### src/rtl/vga_timing_gen_pkg.sv
// rtl/vga_timing_gen_pkg.sv - shared types, video mode timings and decode helpers
package vga_timing_gen_pkg;

   // One raster sample as it travels through the output delay line.
   typedef struct packed {
      logic de;
      logic hs;
      logic vs;
   } raster_t;

   localparam int RASTER_W = $bits(raster_t);

   // 640x480 @ 60 Hz, 25.175 MHz pixel clock, negative syncs.
   localparam int M640_H_RES  = 640;
   localparam int M640_H_FP   = 16;
   localparam int M640_H_SYNC = 96;
   localparam int M640_H_BP   = 48;
   localparam int M640_V_RES  = 480;
   localparam int M640_V_FP   = 10;
   localparam int M640_V_SYNC = 2;
   localparam int M640_V_BP   = 33;
   localparam bit M640_H_POL  = 1'b0;
   localparam bit M640_V_POL  = 1'b0;

   // 800x600 @ 60 Hz, 40 MHz pixel clock, positive syncs.
   localparam int M800_H_RES  = 800;
   localparam int M800_H_FP   = 40;
   localparam int M800_H_SYNC = 128;
   localparam int M800_H_BP   = 88;
   localparam int M800_V_RES  = 600;
   localparam int M800_V_FP   = 1;
   localparam int M800_V_SYNC = 4;
   localparam int M800_V_BP   = 23;
   localparam bit M800_H_POL  = 1'b1;
   localparam bit M800_V_POL  = 1'b1;

   // 1280x720 @ 60 Hz, 74.25 MHz pixel clock, positive syncs.
   localparam int M720_H_RES  = 1280;
   localparam int M720_H_FP   = 110;
   localparam int M720_H_SYNC = 40;
   localparam int M720_H_BP   = 220;
   localparam int M720_V_RES  = 720;
   localparam int M720_V_FP   = 5;
   localparam int M720_V_SYNC = 5;
   localparam int M720_V_BP   = 20;
   localparam bit M720_H_POL  = 1'b1;
   localparam bit M720_V_POL  = 1'b1;

   // Half-open window test lo <= val < hi on zero-extended counts.
   function automatic logic in_window(input int unsigned val,
                                      input int unsigned lo,
                                      input int unsigned hi);
      return (val >= lo) && (val < hi);
   endfunction

   // Raster value shown while blanked: no display, both syncs inactive.
   function automatic raster_t idle_raster(input bit h_pol, input bit v_pol);
      raster_t r;
      r.de = 1'b0;
      r.hs = ~h_pol;
      r.vs = ~v_pol;
      return r;
   endfunction

endpackage

### src/rtl/vga_delay_line.sv
// rtl/vga_delay_line.sv - enable-qualified shift register with synchronous reset
module vga_delay_line #(
   parameter int                WIDTH   = 3,
   parameter int                DEPTH   = 1,
   parameter logic [WIDTH-1:0]  RST_VAL = '0
) (
   input  logic             clk_i,
   input  logic             rst_n_i,
   input  logic             ce_i,
   input  logic [WIDTH-1:0] din_i,
   output logic [WIDTH-1:0] dout_o
);

   generate
      if (DEPTH < 1) begin : g_bad_depth
         $error("vga_delay_line: DEPTH must be at least 1");
      end
   endgenerate

   logic [WIDTH-1:0] stage_q [DEPTH];
   logic [WIDTH-1:0] stage_d [DEPTH];

   // Shift one stage per enabled pixel; hold everything otherwise.
   always_comb begin
      stage_d = stage_q;
      if (ce_i) begin
         stage_d[0] = din_i;
         for (int i = 1; i < DEPTH; i++) begin
            stage_d[i] = stage_q[i-1];
         end
      end
   end

   // Stage registers; reset flushes every stage to the idle value.
   always_ff @(posedge clk_i) begin
      if (!rst_n_i) begin
         for (int i = 0; i < DEPTH; i++) begin
            stage_q[i] <= RST_VAL;
         end
      end else begin
         stage_q <= stage_d;
      end
   end

   assign dout_o = stage_q[DEPTH-1];

endmodule

### src/rtl/vga_timing_gen.sv
// rtl/vga_timing_gen.sv - parametrised raster timing generator with pixel enable
module vga_timing_gen
   import vga_timing_gen_pkg::*;
#(
   parameter int HSZ    = 12,
   parameter int VSZ    = 11,
   parameter int H_RES  = M640_H_RES,
   parameter int H_FP   = M640_H_FP,
   parameter int H_SYNC = M640_H_SYNC,
   parameter int H_BP   = M640_H_BP,
   parameter int V_RES  = M640_V_RES,
   parameter int V_FP   = M640_V_FP,
   parameter int V_SYNC = M640_V_SYNC,
   parameter int V_BP   = M640_V_BP,
   parameter bit H_POL  = M640_H_POL,
   parameter bit V_POL  = M640_V_POL,
   parameter int LEAD   = 1
) (
   input  logic           clk_i,
   input  logic           rst_n_i,
   input  logic           ce_i,
   output logic [HSZ-1:0] hcount_o,
   output logic [VSZ-1:0] vcount_o,
   output logic           de_o,
   output logic           hsync_o,
   output logic           vsync_o,
   output logic           line_start_o,
   output logic           frame_start_o,
   output logic           vblank_o
);

   localparam int H_TOTAL   = H_RES + H_FP + H_SYNC + H_BP;
   localparam int V_TOTAL   = V_RES + V_FP + V_SYNC + V_BP;
   localparam int HS_START  = H_RES + H_FP;
   localparam int HS_END    = HS_START + H_SYNC;
   localparam int VS_START  = V_RES + V_FP;
   localparam int VS_END    = VS_START + V_SYNC;

   localparam logic [HSZ-1:0] H_LAST = HSZ'(H_TOTAL - 1);
   localparam logic [VSZ-1:0] V_LAST = VSZ'(V_TOTAL - 1);

   localparam raster_t IDLE = idle_raster(H_POL, V_POL);

   generate
      if (HSZ < $clog2(H_TOTAL)) begin : g_bad_hsz
         $error("vga_timing_gen: HSZ too narrow for H_TOTAL");
      end
      if (VSZ < $clog2(V_TOTAL)) begin : g_bad_vsz
         $error("vga_timing_gen: VSZ too narrow for V_TOTAL");
      end
      if ((LEAD < 1) || (LEAD > 8)) begin : g_bad_lead
         $error("vga_timing_gen: LEAD must be in 1..8");
      end
   endgenerate

   logic [HSZ-1:0] h_q, h_d;
   logic [VSZ-1:0] v_q, v_d;
   raster_t        raw;
   raster_t        dly;

   // Raster position: h steps each enabled pixel, v steps when h wraps.
   always_comb begin
      h_d = h_q;
      v_d = v_q;
      if (ce_i) begin
         if (h_q == H_LAST) begin
            h_d = '0;
            if (v_q == V_LAST) begin
               v_d = '0;
            end else begin
               v_d = v_q + 1'b1;
            end
         end else begin
            h_d = h_q + 1'b1;
         end
      end
   end

   // Counter registers; reset wins over the pixel enable.
   always_ff @(posedge clk_i) begin
      if (!rst_n_i) begin
         h_q <= '0;
         v_q <= '0;
      end else begin
         h_q <= h_d;
         v_q <= v_d;
      end
   end

   // Undelayed decode; vs depends on v only so it flips at the line boundary.
   always_comb begin
      raw    = IDLE;
      raw.de = in_window(32'(h_q), 32'(0), 32'(H_RES)) &&
               in_window(32'(v_q), 32'(0), 32'(V_RES));
      raw.hs = in_window(32'(h_q), 32'(HS_START), 32'(HS_END)) ? H_POL : ~H_POL;
      raw.vs = in_window(32'(v_q), 32'(VS_START), 32'(VS_END)) ? V_POL : ~V_POL;
   end

   // Align de/syncs LEAD pixels behind the counts so readers can prefetch.
   vga_delay_line #(
      .WIDTH   (RASTER_W),
      .DEPTH   (LEAD),
      .RST_VAL (IDLE)
   ) u_delay (
      .clk_i   (clk_i),
      .rst_n_i (rst_n_i),
      .ce_i    (ce_i),
      .din_i   (raw),
      .dout_o  (dly)
   );

   assign hcount_o = h_q;
   assign vcount_o = v_q;
   assign de_o     = dly.de;
   assign hsync_o  = dly.hs;
   assign vsync_o  = dly.vs;

   // Status strobes track the counts directly and are silenced in reset.
   always_comb begin
      line_start_o  = rst_n_i && ce_i && (h_q == '0);
      frame_start_o = rst_n_i && ce_i && (h_q == '0) && (v_q == '0);
      vblank_o      = rst_n_i && (32'(v_q) >= 32'(V_RES));
   end

endmodule

### config.mk
export PLATFORM = sky130hd
export DESIGN_NAME = vga_timing_gen
export DESIGN_NICKNAME = d
export VERILOG_FILES = /design/src/rtl/vga_timing_gen_pkg.sv /design/src/rtl/vga_delay_line.sv /design/src/rtl/vga_timing_gen.sv
export SDC_FILE = /design/constraint.sdc
export NUM_CORES = 1
export LEC_CHECK = 0
export BUFFER_PORTS_ARGS = -buffer_cell sky130_fd_sc_hd__buf_2
export CORE_MARGIN = 2
export CORE_UTILIZATION = 35
export CTS_CLUSTER_DIAMETER = 40
export DETAILED_ROUTE_END_ITERATION = 8
export GPL_TIMING_DRIVEN = 1
export PLACE_DENSITY_LB_ADDON = 0.15
export SKIP_LAST_GASP = 1
export SLEW_MARGIN = 20
export SYNTH_ARGS = -nofsm -noshare
export SYNTH_HDL_FRONTEND = slang
export SYNTH_SLANG_ARGS = --single-unit
export TNS_END_PERCENT = 10
### constraint.sdc
create_clock -name clk_i -period 2.2 [get_ports clk_i]
set_input_delay 0.44 -clock clk_i [delete_from_list [all_inputs] [get_ports clk_i]]
set_output_delay 0.44 -clock clk_i [all_outputs]
set_load 0.1 [all_outputs]
# == Word level (Yosys, flattened, before mapping) ==
# Index checks and enable logic that the tools add are counted.
# classes
eq_ne,2
mux,4
n_lt_le_gt_ge,7
n_reduce_logical,10
add_sub_neg,2
# op_table
cell,count
$lt A12 B10 Y1 const B,2
$ge A11 B9 Y1 const B,2
$lt A11 B9 Y1 const B,2
$add A12 B1 Y12 const B,1
$eq A12 B10 Y1 const B,1
$ge A12 B10 Y1 const B,1
$logic_not A12 Y1,1
$mux W12,1
$add A11 B1 Y11 const B,1
$eq A11 B10 Y1 const B,1
$logic_not A11 Y1,1
$mux W11,1
$logic_and A1 B1 Y1,7
$mux W1,2
$reduce_and A2 Y1,1
# totals
out_inout_bits,29
reg_bits,26
in_bits,3
wordCells,28

# == Longest topological paths before layout ==
# logic_depth
word_depth,3
depth_mapped,7
ltp_nobuf,6

# == By module ==
# A second synthesis with hierarchy kept.
# hier_totals
hier_cells,163
hier_area_um2,1377.6
# modules_own_cells
mod,cells_per_inst,seq_area_each_um2,area_each_um2,instances
vga_timing_gen,154,460.4,1273.7,1
vga_delay_line,9,60.1,103.8,1

# == Worst setup path after synthesis ==
# No wires, ideal clock.
# synth_path
kind,register -> output
start,"register h_q[5], in the netlist hcount_o[5]"
end,output port frame_start_o
required_time_ps,1760
path_stages_with_launch,5
arrival_ps,5284
setup_slack_ps,-3524
path_buffers,0
cell_sequence,dfxtp_1 or4_4 nor2_1 and4_1 nor4bb_1
# synth_via
elab_chain_len,3
# synth_lines
item,line_no,rtl
"start, declared",vga_timing_gen.sv:56,"logic [HSZ-1:0] h_q, h_d;"
"start signal, assigned",vga_timing_gen.sv:82,h_q <= '0;
"start signal, assigned",vga_timing_gen.sv:85,h_q <= h_d;
$logic_not A12 Y1,-,
$logic_and A1 B1 Y1,-,
via line_start_o,vga_timing_gen.sv:27,"output logic line_start_o,"
$logic_and A1 B1 Y1,vga_timing_gen.sv:121,frame_start_o = rst_n_i && ce_i && (h_q == '0) && (v_q == '0);
"end, declared",vga_timing_gen.sv:28,"output logic frame_start_o,"
# The timed path passes the listed nets, and every way through them passes these cells.

# == Worst setup path after layout ==
# layout_path
start,"register h_q[5], in the netlist hcount_o[5]"
end,output port frame_start_o
# layout_via
elab_chain_len,3
# layout_lines
item,line_no
$logic_not A12 Y1,vga_timing_gen.sv:121
$logic_and A1 B1 Y1 (2 in a row),vga_timing_gen.sv:121
# No other way between the ends.

==> summary.md <==
| Metric | Value |
|---|---|
| Status | `finished with violations` |
| Failing checks | `setup timing` |
| Synth cell types | `36` |
| Total number of vias | `1402` |
| ANT nets after route | `0` |
| Antenna Diode Count | `0` |
| First-pass GRT wire length | `6300 um` |
| Post-synthesis cell area | `~1400 um^2` |
| Final Setup Violations | `3` |
| Fill cells | `between 300 and 400` |
| Synthesized Nets | `~180` |
| Share of cells above drive strength 1 | `36.1%` |
| FF+latch area | `approximately 540 um^2` |
| Drt wl/cell | `around 15 um` |
| Seq/Total Area, Yosys | `37.2%` |
| Placed cells | `approximately 250` |
| Final hold violation count | `0` |
| GRT Total Usage | `between 10% and 20%` |
| Worst Clk Skew | `between 2 and 2.5 ps` |
| Area of the multi-input gates | `between 800 and 900 um^2` |
| Cts hold-fix bufs | `0` |
| Die span in y | `a little under 70 um` |
| Clock transition at path regs | `90 ps` |
| Pre-Repair DR Iteration Count | `4` |
| Fmax | `419 MHz` |
| Core area | `around 3700 um^2` |
| Die area | `4520 um^2` |
| Crit end category | `primary output` |
| Max-slew violation count | `0` |
| CTS tree | `yes` |
| Clk_lat worst skew | `270 ps` |
| Cell Rows | `22` |
| Hold crit path type | `input port to flip-flop` |
| Pin count of the biggest net entering global routing | `15` |
| DR vias/cell | `between 5 and 6` |
| Yosys warns | `0` |
| Slew margin rel. | `67.7%` |
| Post-synth top flop | `dfxtp_1` |
| TritonCTS buffer count | `3` |
| Max Cap Viol | `0` |
| Final HPWL DP | `between 2000 and 3000 um` |
| Antenna violations before repair | `0` |
| DR DRC count | `0` |
| Pleak | `0.722 nW` |
| Slew @ Worst Pin | `481 ps` |
| Ys async rst share | `0%` |
| Final WL | `3830 um` |
| Power per cell area | `about 480 nW/um^2` |
| EDFF count, synth | `0` |
| Die width | `between 60 and 70 um` |
| Initial Util | `between 30% and 40%` |
| Setup ws final | `-186 ps` |
| Number of synthesized register bits | `26` |
| VDD IR max | `between 200 and 250 uV` |
| Nets | `between 200 and 250` |
| Mean area per synthesized cell | `8.23 um^2` |
| CP Launch Type | `flip-flop` |
| Initial DRC count | `64` |
| CTS Sinks | `26` |
| CP Max Fanout | `2` |
| Root Buffer | `clkbuf_8` |
| Critical path's largest stage delay | `between 500 and 600 ps` |
| Fin cells | `about 260` |
| PortBufs | `31` |
| H-Tree Depth | `1` |
| CP Class | `flip-flop to primary output` |
| RSZ-0062 raised after global routing | `yes` |
| Placer Congestion | `~0.77` |
| Final core area utilization | `about 50%` |
| I/O Pins | `32` |
| CP required | `about 1800 ps` |
| Gr ovfl total | `0` |
| Vias in the first global route | `about 1400` |
| CP arrival | `1950 ps` |
| Minimum clock period | `2390 ps` |
| CP cell instances | `or4_4 > nor2_4 > and4_4 > nor4bb_4 > buf_12` |
| Area delta synth->final | `30.4%` |
| CTS Buffer Depth | `2` |
| Crit-path slowest cell | `or4_4` |
| Synth Instances | `170` |
| Period utilization | `108%` |
## report_power, final
group	switching [mW]	leakage (nW)	total [mW]	internal, mW
logic	0.0864	0.482	0.126	0.0394
registers	0.00535	0.217	0.478	0.472
clock network	0.154	0.0231	0.279	0.125
total	0.246	0.722	0.883	0.637
## path summary, 6_finish.rpt
kind	from	to	slack, ps	cells past startpoint
worst max register to register	hcount_o[5]	vcount_o[7]	-80	6
worst min register to register	u_delay.dout_o[2]	u_delay.dout_o[2]	480	2
worst min-delay path	ce_i	u_delay.dout_o[2]	470	3
worst max-delay path	hcount_o[5]	frame_start_o	-190	5
## stage by stage
stage / hold slack, ps / setup WS [ps] / power, mW / cell area [um^2] / setup TNS, ps
floorplan: 603 / -895 / 0.578 / 1450 / -9050
global placement: 470 / 57.2 / 0.612 / 1730 / 0
detailed placement: 468 / 23.7 / 0.613 / 1730 / 0
CTS: 470 / -193 / 0.892 / 1790 / -236
global route: 476 / -265 / 0.924 / 1820 / -509
finish: 469 / -186 / 0.883 / 1820 / -262
## cells in the mapped netlist (2+ instances only)
cell type	n	area [um^2]
o32ai_1	2	17.5
dfxtp_1	26	521
or4_1	8	60.1
nor3_1	6	30.0
o21ai_0	3	15.0
o31ai_1	6	45.0
inv_1	6	22.5
clkbuf_1	10	37.5
nor4_1	3	18.8
nor2b_1	3	18.8
xnor2_1	7	61.3
and4_1	3	26.3
nand3_1	11	55.1
nor2_1	17	63.8
ha_1	5	62.6
nand4_1	8	50.1
nand2_1	13	48.8
a21oi_1	9	45.0
nand2b_1	2	12.5
a21boi_0	3	22.5
xor2_1	4	35.0
## sequential cells by signal (all words and copies together) (netlist names)
name            count
hcount_o           12
u_delay.dout_o      3
vcount_o           11
## cell families (layout without fill, tap and decap cells)
kind of cell             after synthesis  in the layout  share of synthesized area (%)
AND/OR/NAND/NOR                       83             83                           33.1
multiplexers                           1              1                          0.716
adder cells (fa/ha/maj)                5              5                           4.47
buffers and inverters                 18             56                           5.46
AO/OA/AOI/OAI                         26             26                           12.2
XOR/XNOR                              11             11                           6.89
flip-flops                            26             26                           37.2
## worst max-delay path: cells and delay by family, from the launching register on
kind / cells / cell delay, ps
DFF: 1 / 350
and+or+nand+nor: 4 / 1100
buffers and inverters: 1 / 220
## layout by cell type, fill, tap and decap left out, drive strengths merged, types with 2 or more instances in the layout
master	Yosys	routed
nand2	13	13
o32ai	2	2
o21ai	4	4
and4	4	4
nor4	3	3
or3	2	2
clkbuf	10	4
a21oi	9	9
nand3	11	11
nor2b	3	3
xnor2	7	7
nor2	17	17
o31ai	6	6
a21boi	3	3
xor2	4	4
nand2b	2	2
nand4	8	8
buf	2	45
inv	6	6
or4	9	9
nor3	6	6
dfxtp	26	26
ha	5	5
## cell type report
type                       count  share of cell area, %
multi-input combinational    126                   46.4
inverter                       6                   1.23
sequential                    26                   29.8
clock buffer                   3                   2.26
tap                           48                   3.29
clock inverter                 1                  0.206
timing repair buffer          46                   16.9
## what timing repair did
item                                    4_1_cts  5_1_grt
endpoints found under the setup margin        1       21
resized for setup                             1        4
pin swaps                                     1        1
setup buffers                                 2        3
## per-layer routing
layer / track usage [%] / vias up / share of wire, %
met5: 0 / - / 0
met4: 7.40 / 0 / 1.8
met3: 2.33 / 6 / 3.4
met2: 31.4 / 34 / 49
met1: 22.3 / 672 / 46
li1: - / 690 / -
(Power assumes the default switching activity.)
